--- config.mk ---
export PLATFORM = sky130hd
export DESIGN_NAME = systolic_array_ws_flat
export DESIGN_NICKNAME = d
export VERILOG_FILES = /design/src/rtl/systolic_array_ws_if.sv /design/src/rtl/systolic_array_ws.sv /design/src/flat_wrapper.sv
export SDC_FILE = /design/constraint.sdc
export NUM_CORES = 2
export LEC_CHECK = 0
export ABC_AREA = 0
export CORE_MARGIN = 3
export CORE_UTILIZATION = 60
export DETAILED_ROUTE_END_ITERATION = 12
export PLACE_DENSITY = 0.83
export SYNTH_ARGS = -nofsm -noshare
export SYNTH_HDL_FRONTEND = slang
export SYNTH_SLANG_ARGS = --single-unit
--- constraint.sdc ---
create_clock -name clk -period 63.1 [get_ports clk]
set_input_delay 6.31 -clock clk [delete_from_list [all_inputs] [get_ports clk]]
set_output_delay 6.31 -clock clk [all_outputs]
set_load 0.01 [all_outputs]
--- src/rtl/systolic_array_ws_if.sv ---
// rtl/systolic_array_ws_if.sv - weight, activation and result handshake bundle for systolic_array_ws
interface systolic_array_ws_if #(
    parameter int DATA_W = 8,
    parameter int ROWS   = 4,
    parameter int COLS   = 4,
    parameter int ACC_W  = 2 * DATA_W
);
    logic                   w_valid;
    logic                   w_ready;
    logic [COLS*DATA_W-1:0] w_data;
    logic                   a_valid;
    logic                   a_ready;
    logic [ROWS*DATA_W-1:0] a_data;
    logic                   o_valid;
    logic                   o_ready;
    logic [COLS*ACC_W-1:0]  o_data;
    logic                   busy;

    modport slave (
        input  w_valid, w_data, a_valid, a_data, o_ready,
        output w_ready, a_ready, o_valid, o_data, busy
    );

    modport master (
        output w_valid, w_data, a_valid, a_data, o_ready,
        input  w_ready, a_ready, o_valid, o_data, busy
    );
endinterface

--- src/rtl/systolic_array_ws.sv ---
// rtl/systolic_array_ws.sv - weight-stationary ROWSxCOLS systolic MAC array; SYSTOLIC_SAT_EN selects saturating accumulation
module systolic_array_ws #(
    parameter int DATA_W = 8,
    parameter int ROWS   = 4,
    parameter int COLS   = 4,
    parameter int ACC_W  = 2 * DATA_W
) (
    input  logic               clk,
    input  logic               rst,
    systolic_array_ws_if.slave bus
);
    // Pipeline depth from accept to o_valid; also the most vectors that can be in flight.
    localparam int DEPTH = ROWS + COLS;
    localparam int CNT_W = (ROWS > 1) ? $clog2(ROWS) : 1;
    localparam int INF_W = $clog2(DEPTH + 1);

`ifdef SYSTOLIC_SAT_EN
    localparam logic signed [ACC_W-1:0] SAT_MAX = {1'b0, {(ACC_W-1){1'b1}}};
    localparam logic signed [ACC_W-1:0] SAT_MIN = {1'b1, {(ACC_W-1){1'b0}}};
`endif

    typedef enum logic [1:0] {
        S_EMPTY,
        S_LOAD,
        S_RUN
    } state_t;

    state_t                   r_state;
    state_t                   w_state_nxt;
    logic [CNT_W-1:0]         r_wcnt;
    logic [INF_W-1:0]         r_inflight;
    logic                     w_stall;
    logic                     w_w_ready;
    logic                     w_a_ready;
    logic                     w_w_fire;
    logic                     w_a_fire;
    logic                     w_o_fire;
    logic                     w_last_beat;

    // Stationary weights; row 0 is the top of the array.
    logic signed [DATA_W-1:0] r_w [ROWS][COLS];
    // One bit per pipeline stage; the top bit is o_valid.
    logic [DEPTH-1:0]         r_vpipe;
    logic [COLS*ACC_W-1:0]    r_o_data;

    // Activation entering each cell and psum entering each row (row ROWS is the array bottom).
    logic signed [DATA_W-1:0] w_a_in  [ROWS][COLS];
    logic signed [ACC_W-1:0]  w_p     [ROWS+1][COLS];
    logic signed [ACC_W-1:0]  w_col_out [COLS];

    assign w_stall     = r_vpipe[DEPTH-1] && !bus.o_ready;
    assign w_o_fire    = r_vpipe[DEPTH-1] && bus.o_ready;
    assign w_w_fire    = bus.w_valid && w_w_ready;
    assign w_a_fire    = bus.a_valid && w_a_ready;
    assign w_last_beat = (r_wcnt == CNT_W'(ROWS - 1));

    // Handshake readiness and next state; a pending weight beat pre-empts activations when idle.
    always_comb begin
        w_state_nxt = r_state;
        w_w_ready   = 1'b0;
        w_a_ready   = 1'b0;
        case (r_state)
            S_EMPTY, S_LOAD: begin
                w_w_ready = 1'b1;
            end
            S_RUN: begin
                w_w_ready = (r_inflight == '0) && !w_stall;
                w_a_ready = !w_stall && !(bus.w_valid && (r_inflight == '0));
            end
            default: begin
                w_w_ready = 1'b0;
            end
        endcase
        // Nothing is accepted while reset is held, even though EMPTY would otherwise take weights.
        if (rst) begin
            w_w_ready = 1'b0;
            w_a_ready = 1'b0;
        end
        if (bus.w_valid && w_w_ready) begin
            w_state_nxt = w_last_beat ? S_RUN : S_LOAD;
        end
    end

    // State register and weight-beat counter; a RUN reload starts counting from zero again.
    always_ff @(posedge clk or posedge rst) begin
        if (rst) begin
            r_state <= S_EMPTY;
            r_wcnt  <= '0;
        end else begin
            r_state <= w_state_nxt;
            if (w_w_fire) begin
                r_wcnt <= w_last_beat ? '0 : r_wcnt + 1'b1;
            end
        end
    end

    // Vectors between accept and output handshake.
    always_ff @(posedge clk or posedge rst) begin
        if (rst) begin
            r_inflight <= '0;
        end else begin
            case ({w_a_fire, w_o_fire})
                2'b10:   r_inflight <= r_inflight + 1'b1;
                2'b01:   r_inflight <= r_inflight - 1'b1;
                default: r_inflight <= r_inflight;
            endcase
        end
    end

    // Weight load: every beat pushes rows down, so the first beat lands in the bottom row.
    always_ff @(posedge clk or posedge rst) begin
        if (rst) begin
            for (int r = 0; r < ROWS; r++) begin
                for (int c = 0; c < COLS; c++) begin
                    r_w[r][c] <= '0;
                end
            end
        end else if (w_w_fire) begin
            for (int r = ROWS - 1; r > 0; r--) begin
                r_w[r] <= r_w[r-1];
            end
            for (int c = 0; c < COLS; c++) begin
                r_w[0][c] <= $signed(bus.w_data[c*DATA_W +: DATA_W]);
            end
        end
    end

    // Valid tag pipeline and output register, both frozen under backpressure.
    always_ff @(posedge clk or posedge rst) begin
        if (rst) begin
            r_vpipe  <= '0;
            r_o_data <= '0;
        end else if (!w_stall) begin
            r_vpipe <= {r_vpipe[DEPTH-2:0], w_a_fire};
            for (int c = 0; c < COLS; c++) begin
                r_o_data[c*ACC_W +: ACC_W] <= w_col_out[c];
            end
        end
    end

    generate
        // Input skew: row r reaches column 0 r cycles after accept. Idle slots inject zero.
        for (genvar gr = 0; gr < ROWS; gr++) begin : g_skew
            logic signed [DATA_W-1:0] w_in;
            assign w_in = w_a_fire ? $signed(bus.a_data[gr*DATA_W +: DATA_W]) : '0;
            if (gr == 0) begin : g_direct
                assign w_a_in[gr][0] = w_in;
            end else begin : g_delay
                logic signed [DATA_W-1:0] r_sk [gr];
                // Row skew shift register.
                always_ff @(posedge clk or posedge rst) begin
                    if (rst) begin
                        for (int k = 0; k < gr; k++) begin
                            r_sk[k] <= '0;
                        end
                    end else if (!w_stall) begin
                        r_sk[0] <= w_in;
                        for (int k = 1; k < gr; k++) begin
                            r_sk[k] <= r_sk[k-1];
                        end
                    end
                end
                assign w_a_in[gr][0] = r_sk[gr-1];
            end
        end

        for (genvar gc = 0; gc < COLS; gc++) begin : g_ptop
            assign w_p[0][gc] = '0;
        end

        // MAC cells: activation moves right, psum moves down, weight stays put.
        for (genvar gr = 0; gr < ROWS; gr++) begin : g_row
            for (genvar gc = 0; gc < COLS; gc++) begin : g_cell
                logic signed [2*DATA_W-1:0] w_prod;
                logic signed [ACC_W-1:0]    w_prod_ext;
                logic signed [ACC_W-1:0]    w_sum;
                logic signed [ACC_W-1:0]    r_p;

                assign w_prod     = w_a_in[gr][gc] * r_w[gr][gc];
                assign w_prod_ext = ACC_W'(w_prod);
`ifdef SYSTOLIC_SAT_EN
                logic [ACC_W:0] w_wide;
                assign w_wide = {w_p[gr][gc][ACC_W-1], w_p[gr][gc]}
                              + {w_prod_ext[ACC_W-1], w_prod_ext};
                // Clamp when the extra sign bit disagrees with the result sign.
                always_comb begin
                    w_sum = w_wide[ACC_W-1:0];
                    if (w_wide[ACC_W] != w_wide[ACC_W-1]) begin
                        w_sum = w_wide[ACC_W] ? SAT_MIN : SAT_MAX;
                    end
                end
`else
                assign w_sum = w_p[gr][gc] + w_prod_ext;
`endif
                // Partial-sum register handed to the cell below.
                always_ff @(posedge clk or posedge rst) begin
                    if (rst) begin
                        r_p <= '0;
                    end else if (!w_stall) begin
                        r_p <= w_sum;
                    end
                end
                assign w_p[gr+1][gc] = r_p;

                if (gc < COLS - 1) begin : g_fwd
                    logic signed [DATA_W-1:0] r_a;
                    // Activation register handed to the cell on the right.
                    always_ff @(posedge clk or posedge rst) begin
                        if (rst) begin
                            r_a <= '0;
                        end else if (!w_stall) begin
                            r_a <= w_a_in[gr][gc];
                        end
                    end
                    assign w_a_in[gr][gc+1] = r_a;
                end
            end
        end

        // Output deskew: column c waits COLS-1-c cycles so the whole vector lines up.
        for (genvar gc = 0; gc < COLS; gc++) begin : g_deskew
            localparam int D = COLS - 1 - gc;
            if (D == 0) begin : g_direct
                assign w_col_out[gc] = w_p[ROWS][gc];
            end else begin : g_delay
                logic signed [ACC_W-1:0] r_dk [D];
                // Column deskew shift register.
                always_ff @(posedge clk or posedge rst) begin
                    if (rst) begin
                        for (int k = 0; k < D; k++) begin
                            r_dk[k] <= '0;
                        end
                    end else if (!w_stall) begin
                        r_dk[0] <= w_p[ROWS][gc];
                        for (int k = 1; k < D; k++) begin
                            r_dk[k] <= r_dk[k-1];
                        end
                    end
                end
                assign w_col_out[gc] = r_dk[D-1];
            end
        end
    endgenerate

    assign bus.w_ready = w_w_ready;
    assign bus.a_ready = w_a_ready;
    assign bus.o_valid = r_vpipe[DEPTH-1];
    assign bus.o_data  = r_o_data;
    assign bus.busy    = (r_state == S_LOAD) || (r_inflight != '0);
endmodule

--- src/flat_wrapper.sv ---
// flat-port wrapper written by rule: the top's interface ports become plain ports
module systolic_array_ws_flat 
#(
    parameter int DATA_W = 8,
    parameter int ROWS   = 4,
    parameter int COLS   = 4,
    parameter int ACC_W  = 2 * DATA_W
)
  (clk, rst, bus_w_valid, bus_w_data, bus_a_valid, bus_a_data, bus_o_ready, bus_w_ready, bus_a_ready, bus_o_valid, bus_o_data, bus_busy);
  systolic_array_ws_if #(.DATA_W(DATA_W), .ROWS(ROWS), .COLS(COLS), .ACC_W(ACC_W)) bus_i ();
  input  logic clk;
  input  logic rst;
  input wire logic [$bits(bus_i.w_valid)-1:0] bus_w_valid;
  input wire logic [$bits(bus_i.w_data)-1:0] bus_w_data;
  input wire logic [$bits(bus_i.a_valid)-1:0] bus_a_valid;
  input wire logic [$bits(bus_i.a_data)-1:0] bus_a_data;
  input wire logic [$bits(bus_i.o_ready)-1:0] bus_o_ready;
  output wire logic [$bits(bus_i.w_ready)-1:0] bus_w_ready;
  output wire logic [$bits(bus_i.a_ready)-1:0] bus_a_ready;
  output wire logic [$bits(bus_i.o_valid)-1:0] bus_o_valid;
  output wire logic [$bits(bus_i.o_data)-1:0] bus_o_data;
  output wire logic [$bits(bus_i.busy)-1:0] bus_busy;
  assign bus_i.w_valid = bus_w_valid;
  assign bus_i.w_data = bus_w_data;
  assign bus_i.a_valid = bus_a_valid;
  assign bus_i.a_data = bus_a_data;
  assign bus_i.o_ready = bus_o_ready;
  assign bus_w_ready = bus_i.w_ready;
  assign bus_a_ready = bus_i.a_ready;
  assign bus_o_valid = bus_i.o_valid;
  assign bus_o_data = bus_i.o_data;
  assign bus_busy = bus_i.busy;
  systolic_array_ws #(.DATA_W(DATA_W), .ROWS(ROWS), .COLS(COLS), .ACC_W(ACC_W)) u_core (.clk(clk), .rst(rst), .bus(bus_i));
endmodule
==> out/results.ini <==
[critical_path]
r2r_start = u_core.r_vpipe[7]
path_delay_family = buffers and inverters
r2r_cells = 23
crit_top_cell = clkdlybuf4s50_1
worstSetupPathType = in2out
start_kind = input port
path_cells = clkdlybuf4s50_1, nor2b_4, buf_4, nor2_1, nand2_1, a21oi_2, clkdlybuf4s50_1
reg2reg_to = u_core.g_row[0].g_cell[0].r_p[15]
max_stage_delay_ns = 0.61
worstSetupEndpointType = output pin
cp_max_fo = 49
slowest_stage = clkdlybuf4s50_1
r2r_setup_slack_ns = 56.85
path_buf_inv = 3
critPathArrivalTime_ns = 8.50
cp.required_ns = 56.79

[worst_hold_path]
min-delay-start = u_core.bus.o_data[29]
hold_class = reg2reg
min_to = u_core.bus.o_data[29]
worstHoldPathCells = 2

[detailed_routing]
ant_nets = 0
routed_wl_mm = 139.3
viasPerCell = 5.282
drcViolationCount = 0
drt_iter0_markers = 2310
route.vias.total = 47624
wl_per_cell_um = 15.44
first_pass_iters = 5

[logic_synthesis]
synth_area_um2 = 71400
synth_top_area_share = 0.3009
yosysTopAreaCell = fa_1
synth.most_common_cell = nand2_1
yosysSeqAreaShare = 0.2467
yosysWarnings = 0
muxShareOfSynthArea = 0.02182
synth_compound_area_frac = 0.05576
synthSimpleGateAreaFrac = 0.1512
synth_fp_nets = 9203
postSynthCellCount = 7497
synth-edff-count = 0
async_flop_share = 1.000
synth_flop_cell = dfrtp_1
synth_top_family_by_area = adder cells
synth_cell_types = 58
synth-xor-area-share = 0.03484
synth_area_leaders = fa_1, dfrtp_1, ha_1, nand2_1, inv_1
synth_seq_cells = 704
synth_fa_ha_area_frac = 0.3997
syn_area_per_cell_um2 = 9.523
synth_commonest_cells = nand2_1, inv_1, fa_1, dfrtp_1, ha_1

[grt]
grt_max_degree = 179
grt_use_total = 0.2374
grt_overflow = 0
grt_pass1_vias = 51194
grt_pass1_wl_mm = 244.2
antenna_found_initial = 0

[sta]
clock_skew_ns = 0.02714
maxSlewViolCount = 0
setup_slack_ns = 48.29
max-slew-margin-rel = 0.2974
setup_violations = 0
period_needed_ns = 14.81
hold_viol_final = 0
fin_hold_ws_ns = 0.4615
worstMarginPinSlew_ns = 1.054
fin_setup_tns_ns = 0
rsz0062_at_grt = no
max_freq_mhz = 67.53
fin_crit_sh = 0.2347

[place]
gp_congestion = 0.8374
hpwl_mm = 109.0
preCtsSetupSlack_ns = 48.30
portBuffers = 136

[floorplan]
rows = 125
ios = 137
die_height_um = 351.0
initial_core_util = 0.6095
die_w_um = 351.0
coreArea_um2 = 117100
die_area_um2 = 123200

[power_and_ir_drop]
switching_share = 0.4345
p_sw_mw = 1.241
p_clk_frac = 0.164
comb_power_share = 0.557
intPower_mw = 1.616
ir_worst_vdd_uv = 35.30
pwr_density_cell_nw_per_um2 = 37.43
seqPwrFrac = 0.279
p_leak_nw = 39.27

[finish]
drive_gt1_frac = 0.03844
area_growth_pct = 6.903
fin_nets = 9137
antenna_cells = 0
finalCoreUtilization = 0.6516
fillCellCount = 8994

[clocking]
clock_latency_ns = 0.67
cts_root_buf = clkbuf_16
cts_tree = built
cts-buffers-inserted = 81
cts_setup_buffers = 0
cts_buffer_depth = 3
htree_levels = 3
cts.repair.resized = 0
cts.sinks = 704
clk_pin_slew_ns = 0.06
ctsHoldBuffers = 0

[run_status]
outcome = completed

[run]
drv_cap = 0

cells in the final DEF (no fill, tap or decap), types with 118 or more instances in the layout:
master,count
ha_1,564
clkdlybuf4s50_1,136
nor2_1,187
o21ai_0,220
dfrtp_1,704
inv_1,1387
xnor2_1,222
nand2b_1,118
and2_1,456
a21oi_1,165
fa_1,1073
nand2_1,1498
worst reg2reg max path, stage by stage, from the launching register on:
cell and delay (ns):
dfrtp_1 0.44, nor2b_4 0.17, buf_4 0.47, nor2_1 0.16, and4_1 0.24, and2_2 0.19
buf_4 0.38, and3_1 0.39, fa_1 0.48, inv_1 0.05, fa_1 0.50, inv_1 0.05
fa_1 0.52, inv_1 0.05, fa_1 0.47, inv_1 0.04, ha_1 0.30, o21ai_0 0.09
nor2_1 0.19, nor4_1 0.10, o311a_1 0.40, o2bb2ai_1 0.15, xnor2_1 0.17, a21oi_1 0.08
state kept, by name (all words and copies together) (netlist names), 4 cells and up:
register	cells
u_core.g_row.g_cell.r_p	256
u_core.bus.o_data	64
u_core.g_deskew.g_delay.r_dk	96
u_core.r_w	128
u_core.g_row.g_cell.g_fwd.r_a	96
u_core.g_skew.g_delay.r_sk	48
u_core.r_vpipe	8
u_core.r_inflight	4
area by class of cell:
type	count	area, um^2	area share
Clock buffer	105	2240	0.02934
Clock inverter	40	410.4	0.005377
Inverter	1388	5218	0.06836
Multi-Input combinational cell	5099	47390	0.6209
Sequential cell	704	17620	0.2308
Tap cell	1524	1907	0.02498
Timing Repair Buffer	157	1544	0.02023
power by group through the flow:
stage               Combinational (mW)  Clock, mW  Sequential [mW]
detailed placement                1.58          0            0.801
global route                      1.83      0.500            0.821
global placement                  1.49          0            0.793
CTS                               1.60      0.481            0.794
finish                            1.59      0.469            0.797
floorplan                         1.27          0            0.700
metrics by stage:
stage	power, mW	cells	area [um^2]
2_1_floorplan	1.973	7497	71400
3_3_place_gp	2.285	8872	73680
3_5_place_dp	2.381	8872	73680
4_1_cts	2.876	9017	76330
5_1_grt	3.150	9017	76330
6_report	2.857	9017	76330
metal layers:
| metal | share of wire | wire (um) | GRT usage | up-vias |
|---|---|---|---|---|
| met5 | 0 | 0 | 0 | - |
| met4 | 0.021 | 2865 | 0.05820 | 0 |
| met3 | 0.040 | 5542 | 0.03123 | 225 |
| met2 | 0.49 | 67990 | 0.4089 | 901 |
| met1 | 0.45 | 62850 | 0.3210 | 23931 |
| li1 | - | - | - | 22567 |
how the worst max path moves through the flow:
stage                       end   startpoint  slack [ns]  depth (start not counted)
detailed placement  bus_w_ready  bus_o_ready       48.30                          7
finish              bus_w_ready  bus_o_ready       48.29                          7
floorplan           bus_a_ready          rst       33.95                          2
CTS                 bus_w_ready  bus_o_ready       48.28                          7
global route        bus_w_ready  bus_o_ready       48.19                          7
global placement    bus_w_ready  bus_o_ready       48.37                          7
kinds of logic after synthesis:
logic type      Yosys count
xor+xnor                284
buf+inv                1694
compound gates          646
fa+ha+maj              1637
flops                   704
mux                     123
simple gates           2409
No activity file was read; power rests on OpenSTA's default activity.
